<file path="config.mk">
export PLATFORM = sky130hd
export DESIGN_NAME = frame_tx
export DESIGN_NICKNAME = d
export VERILOG_FILES = /design/src/rtl/frame_tx.sv
export SDC_FILE = /design/constraint.sdc
export NUM_CORES = 1
export LEC_CHECK = 0
export ABC_AREA = 1
export ABC_CLOCK_PERIOD_IN_PS = 3300
export BUFFER_PORTS_ARGS = -buffer_cell sky130_fd_sc_hd__buf_2
export CORE_UTILIZATION = 57
export CTS_CLUSTER_DIAMETER = 200
export DETAILED_ROUTE_END_ITERATION = 7
export PLACE_DENSITY = 0.84
export SLEW_MARGIN = 20
export SYNTH_ARGS = -nofsm -noshare
export SYNTH_HDL_FRONTEND = slang
export SYNTH_SLANG_ARGS = --single-unit
</file>
<file path="constraint.sdc">
create_clock -name clk -period 3.3 [get_ports clk]
set_input_delay 0 -clock clk [delete_from_list [all_inputs] [get_ports clk]]
set_output_delay 0 -clock clk [all_outputs]
set_load 0.05 [all_outputs]
</file>
<file path="src/rtl/frame_tx.sv">
// frame_tx: builds a framed byte stream (2-byte header LSB/MSB + PAYLOAD_LEN payload), one byte per clk.
// Define FRAME_TX_CORRUPT_EN to enable per-frame MSB-header corruption via corrupt_hdr.
module frame_tx #(
  parameter int         PAYLOAD_LEN = 10,
  parameter logic [7:0] HDR_A_LSB   = 8'hAA,
  parameter logic [7:0] HDR_A_MSB   = 8'hAF,
  parameter logic [7:0] HDR_B_LSB   = 8'h55,
  parameter logic [7:0] HDR_B_MSB   = 8'hBA,
  parameter logic [7:0] FILL_BYTE   = 8'h00
) (
  input  logic        clk,
  input  logic        reset_n,
  input  logic        tx_en,
  input  logic        hdr_sel,
  input  logic        pl_valid,
  input  logic [7:0]  pl_data,
  output logic        pl_ready,
  input  logic        corrupt_hdr,
  output logic [7:0]  tx_data,
  output logic [3:0]  tx_byte_position,
  output logic        tx_sof,
  output logic        tx_active,
  output logic        underrun,
  output logic [15:0] frames_sent
);

  typedef enum logic [1:0] {S_IDLE, S_HDR_LSB, S_HDR_MSB, S_PAYLOAD} state_t;

  localparam logic [3:0] LAST_CNT = 4'(PAYLOAD_LEN - 1);

  state_t      r_state;
  logic [3:0]  r_cnt;
  logic        r_sel;
  logic [7:0]  r_tx_data;
  logic [3:0]  r_pos;
  logic        r_sof;
  logic        r_active;
  logic        r_underrun;
  logic [15:0] r_frames;

  logic [7:0]  w_hdr_lsb;
  logic [7:0]  w_hdr_msb;
  logic [7:0]  w_msb_flip;

`ifdef FRAME_TX_CORRUPT_EN
  logic        r_corrupt;
  assign w_msb_flip = r_corrupt ? 8'hFF : 8'h00;
`else
  logic        w_unused_corrupt;
  assign w_unused_corrupt = corrupt_hdr;
  assign w_msb_flip       = 8'h00;
`endif

  // hdr_sel is used live for the LSB byte and latched for the rest of the frame
  assign w_hdr_lsb = hdr_sel ? HDR_B_LSB : HDR_A_LSB;
  assign w_hdr_msb = (r_sel ? HDR_B_MSB : HDR_A_MSB) ^ w_msb_flip;
  assign pl_ready  = (r_state == S_PAYLOAD);

  assign tx_data          = r_tx_data;
  assign tx_byte_position = r_pos;
  assign tx_sof           = r_sof;
  assign tx_active        = r_active;
  assign underrun         = r_underrun;
  assign frames_sent      = r_frames;

  always_ff @(posedge clk or negedge reset_n) begin
    if (!reset_n) begin
      r_state    <= S_IDLE;
      r_cnt      <= 4'd0;
      r_sel      <= 1'b0;
      r_tx_data  <= FILL_BYTE;
      r_pos      <= 4'd0;
      r_sof      <= 1'b0;
      r_active   <= 1'b0;
      r_underrun <= 1'b0;
      r_frames   <= 16'd0;
`ifdef FRAME_TX_CORRUPT_EN
      r_corrupt  <= 1'b0;
`endif
    end else begin
      r_sof      <= 1'b0;
      r_underrun <= 1'b0;
      case (r_state)
        S_IDLE: begin
          r_tx_data <= FILL_BYTE;
          r_pos     <= 4'd0;
          r_active  <= 1'b0;
          if (tx_en) r_state <= S_HDR_LSB;
        end
        S_HDR_LSB: begin
          r_sel     <= hdr_sel;
`ifdef FRAME_TX_CORRUPT_EN
          r_corrupt <= corrupt_hdr;
`endif
          r_tx_data <= w_hdr_lsb;
          r_pos     <= 4'd0;
          r_sof     <= 1'b1;
          r_active  <= 1'b1;
          r_state   <= S_HDR_MSB;
        end
        S_HDR_MSB: begin
          r_tx_data <= w_hdr_msb;
          r_pos     <= 4'd1;
          r_active  <= 1'b1;
          r_cnt     <= 4'd0;
          r_state   <= S_PAYLOAD;
        end
        S_PAYLOAD: begin
          r_active <= 1'b1;
          r_pos    <= r_cnt + 4'd2;
          // a missing payload byte is replaced, never skipped, so frame length is fixed
          if (pl_valid) begin
            r_tx_data <= pl_data;
          end else begin
            r_tx_data  <= FILL_BYTE;
            r_underrun <= 1'b1;
          end
          if (r_cnt == LAST_CNT) begin
            r_frames <= r_frames + 16'd1;
            r_state  <= tx_en ? S_HDR_LSB : S_IDLE;
          end else begin
            r_cnt <= r_cnt + 4'd1;
          end
        end
        default: r_state <= S_IDLE;
      endcase
    end
  end

endmodule

</file>
==> flow_metrics.tcl <==
set metrics [dict create \
    slew_headroom 0.467 \
    grt_max_degree 39 \
    cp_max_fo 9 \
    synth_top_family_by_area "simple AND/OR/NAND/NOR gates" \
    cp_num_buf_inv 1 \
    worst_setup_path_end_kind "flop" \
    slowest_delay_ns 0.45 \
    internal-power_mw 0.853 \
    synthMuxAreaShare 0 \
    drv_cap 0 \
    synthAdderAreaFrac 0.0713 \
    crit_required_ns 3.54 \
    area_growth_pct 21.6 \
    skew_ns 0.00958 \
    pwr-share-clk 0.145 \
    clk_latency_ns 0.34 \
    worst_pin_slew_ns 0.799 \
    p_leak_nw 1.23 \
    whs_ns 0.0112 \
    synth_area_leaders "dfrtp_1, nand2_1, ha_1" \
    hold_viol_final 0 \
    portBuffers 44 \
    setup_violations 0 \
    start_util 0.617 \
    worst-setup-path-type "flop to flop" \
    fmax_mhz 609 \
    synth_commonest_cells "nand2_1, dfrtp_1, inv_1, nor2_1, nand3_1" \
    grt_pass1_wl_um 6450 \
    rsz0062_at_grt "no" \
    slew_viol_final 0 \
    cp_cell_sequence "ha_1, inv_1, nor2_4, nand2_2, o21ai_0, nand2_1" \
    clockRootBuffer "clkbuf_4" \
    hold_class "input pin to flop" \
    io_pins 46 \
    layout-drive-gt1-share 0.216 \
    synth-edff-count 0 \
    critical-path-top-delay-family "flip-flops" \
    clk_pin_slew_ns 0.12 \
    p_seq_frac 0.387 \
    placementRows 20 \
    vias_per_cell 4.94 \
    numClockSinks 38 \
    place.gp.congestion 0.827 \
    cts_buffers 5 \
    ctsHoldBuffers 11 \
    clockBufferDepth 2 \
    synth.distinct_cells 27 \
    drtAntennaViolNets 0 \
    vias 1610 \
    fillers 240 \
    combPwrFrac 0.468 \
    seqCellArea_um2 951 \
    start_kind "flop" \
    grt_pass1_vias 1582 \
    syn_area_mm2 0.00193 \
    fin_crit_sh 0.498 \
    slowest_stage "dfrtp_1" \
    place_hpwl_um 2760 \
    power_switching_mw 0.799 \
    avgSynthCellArea_um2 8.70 \
    ys_seq_elements 38 \
    cts_resized 0 \
    overflow 0 \
    seq_area_frac_synth 0.493 \
    fin_tns_setup_ns 0 \
    power_density_mw_per_mm2 704 \
    synth_xor_area_frac 0.0454 \
    antenna_found_initial 0 \
    yosys.area_share.simple 0.262 \
    drt_iter0_drc 62 \
    die-width_um 60.2 \
    yosys_warnings 0 \
    drc 0 \
    post_cts.repair.setup_buffers 0 \
    first_pass_iters 4 \
    arrival_ns 1.89 \
    wl_per_cell_um 11.5 \
    min_period_ns 1.64 \
    p_sw_frac 0.484 \
    yosysMostFrequentCell "nand2_1" \
    design.die.area_mm2 0.00362 \
    ir_drop_mv 0.513 \
    cts_tree "built" \
    grt.total_usage 0.242 \
    yosysTopAreaCell "dfrtp_1" \
    die_h_um 60.2 \
    netlist.area_leader.share 0.493 \
    ctsHtreeMaxLevel 2 \
    n_antenna_cell 0 \
    core_mm2 0.00313 \
    synth_flop_cell "dfrtp_1" \
    fin_nets 306 \
    synth-compound-area-share 0.0596 \
    r2r_setup_slack_ns 1.66 \
    synthArstFlopShare 1.00 \
    totalWireLength_um 3760 \
    multi_input_area_um2 847 \
    syn_inst 222 \
    syn_nets 247 \
    status "finished, final reports clean" \
]
-- routing by layer --
| metal | GRT usage | up-vias | wire length, um |
|---|---|---|---|
| met1 | 0.277 | 749 | 1650 |
| met3 | 0.0671 | 6 | 122 |
| met2 | 0.427 | 35 | 1940 |
| li1 | - | 820 | - |
| met4 | 0.0831 | 0 | 46 |
| met5 | 0 | - | 0 |
-- registers in the layout, indices dropped and copies added (netlist names) --
name	count
underrun	1
tx_byte_position	4
r_cnt	4
tx_active	1
r_sel	1
r_state	2
tx_sof	1
tx_data	8
frames_sent	16
-- area by class of cell --
type,count,area share
Tap cell,44,0.0235
Multi-Input combinational cell,153,0.361
Clock inverter,3,0.00906
Clock buffer,5,0.0160
Timing Repair Buffer,55,0.141
Sequential cell,38,0.405
Inverter,28,0.0448
-- power by group through the flow --
stage	registers [mW]	logic, mW	clock network, mW
3_3_place_gp	0.647	0.737	0
6_report	0.639	0.772	0.240
5_1_grt	0.653	0.840	0.268
2_1_floorplan	0.907	0.328	0
3_5_place_dp	0.647	0.760	0
4_1_cts	0.639	0.772	0.246
-- cells in the final DEF (no fill, tap or decap), types with 2 or more instances in the layout --
| cell type | count |
|---|---|
| nor2_4 | 3 |
| clkbuf_4 | 5 |
| dlygate4sd3_1 | 11 |
| dfrtp_1 | 38 |
| nand3_1 | 16 |
| inv_1 | 27 |
| o21ai_0 | 6 |
| buf_2 | 44 |
| nor3_1 | 2 |
| nor2_1 | 22 |
| nand2_1 | 58 |
| a31oi_1 | 3 |
| nand2_2 | 2 |
| xor2_1 | 6 |
| nand4_1 | 3 |
| a21oi_1 | 8 |
| ha_1 | 11 |
| xnor2_1 | 4 |
-- metrics by stage --
step | instance area (um^2) | power [mW] | setup slack, ns | std cells | utilization
global route | 2350 | 1.76 | 1.44 | 326 | 0.750
floorplan | 1930 | 1.23 | 1.53 | 222 | -
global placement | 2180 | 1.38 | 1.70 | 307 | 0.696
detailed placement | 2180 | 1.41 | 1.68 | 307 | 0.696
CTS | 2350 | 1.66 | 1.66 | 326 | 0.750
finish | 2350 | 1.65 | 1.66 | 326 | 0.750
-- kinds of logic after synthesis --
kind of cell,count (synthesis)
buffers and inverters,31
and+or+nand+nor,111
DFF,38
AOI/OAI and AO/OA,21
xor gates and xnor gates,10
adders and majority gates,11
-- worst paths after layout --
check	depth (start not counted)	end	startpoint
setup / recovery	6	frames_sent[8]	r_state[0]
hold / removal	3	r_state[1]	tx_en
setup reg to reg	6	frames_sent[8]	r_state[0]
hold reg to reg	1	tx_byte_position[1]	r_cnt[1]
max in group asynchronous	2	r_cnt[3]	reset_n
min in group asynchronous	2	frames_sent[6]	reset_n
-- tightest hold or removal path: cells and delay by family --
kind	cells	cell delay [ns]
compound gates	2	0.23
buf+inv	1	0.09
(Power assumes the default switching activity.)
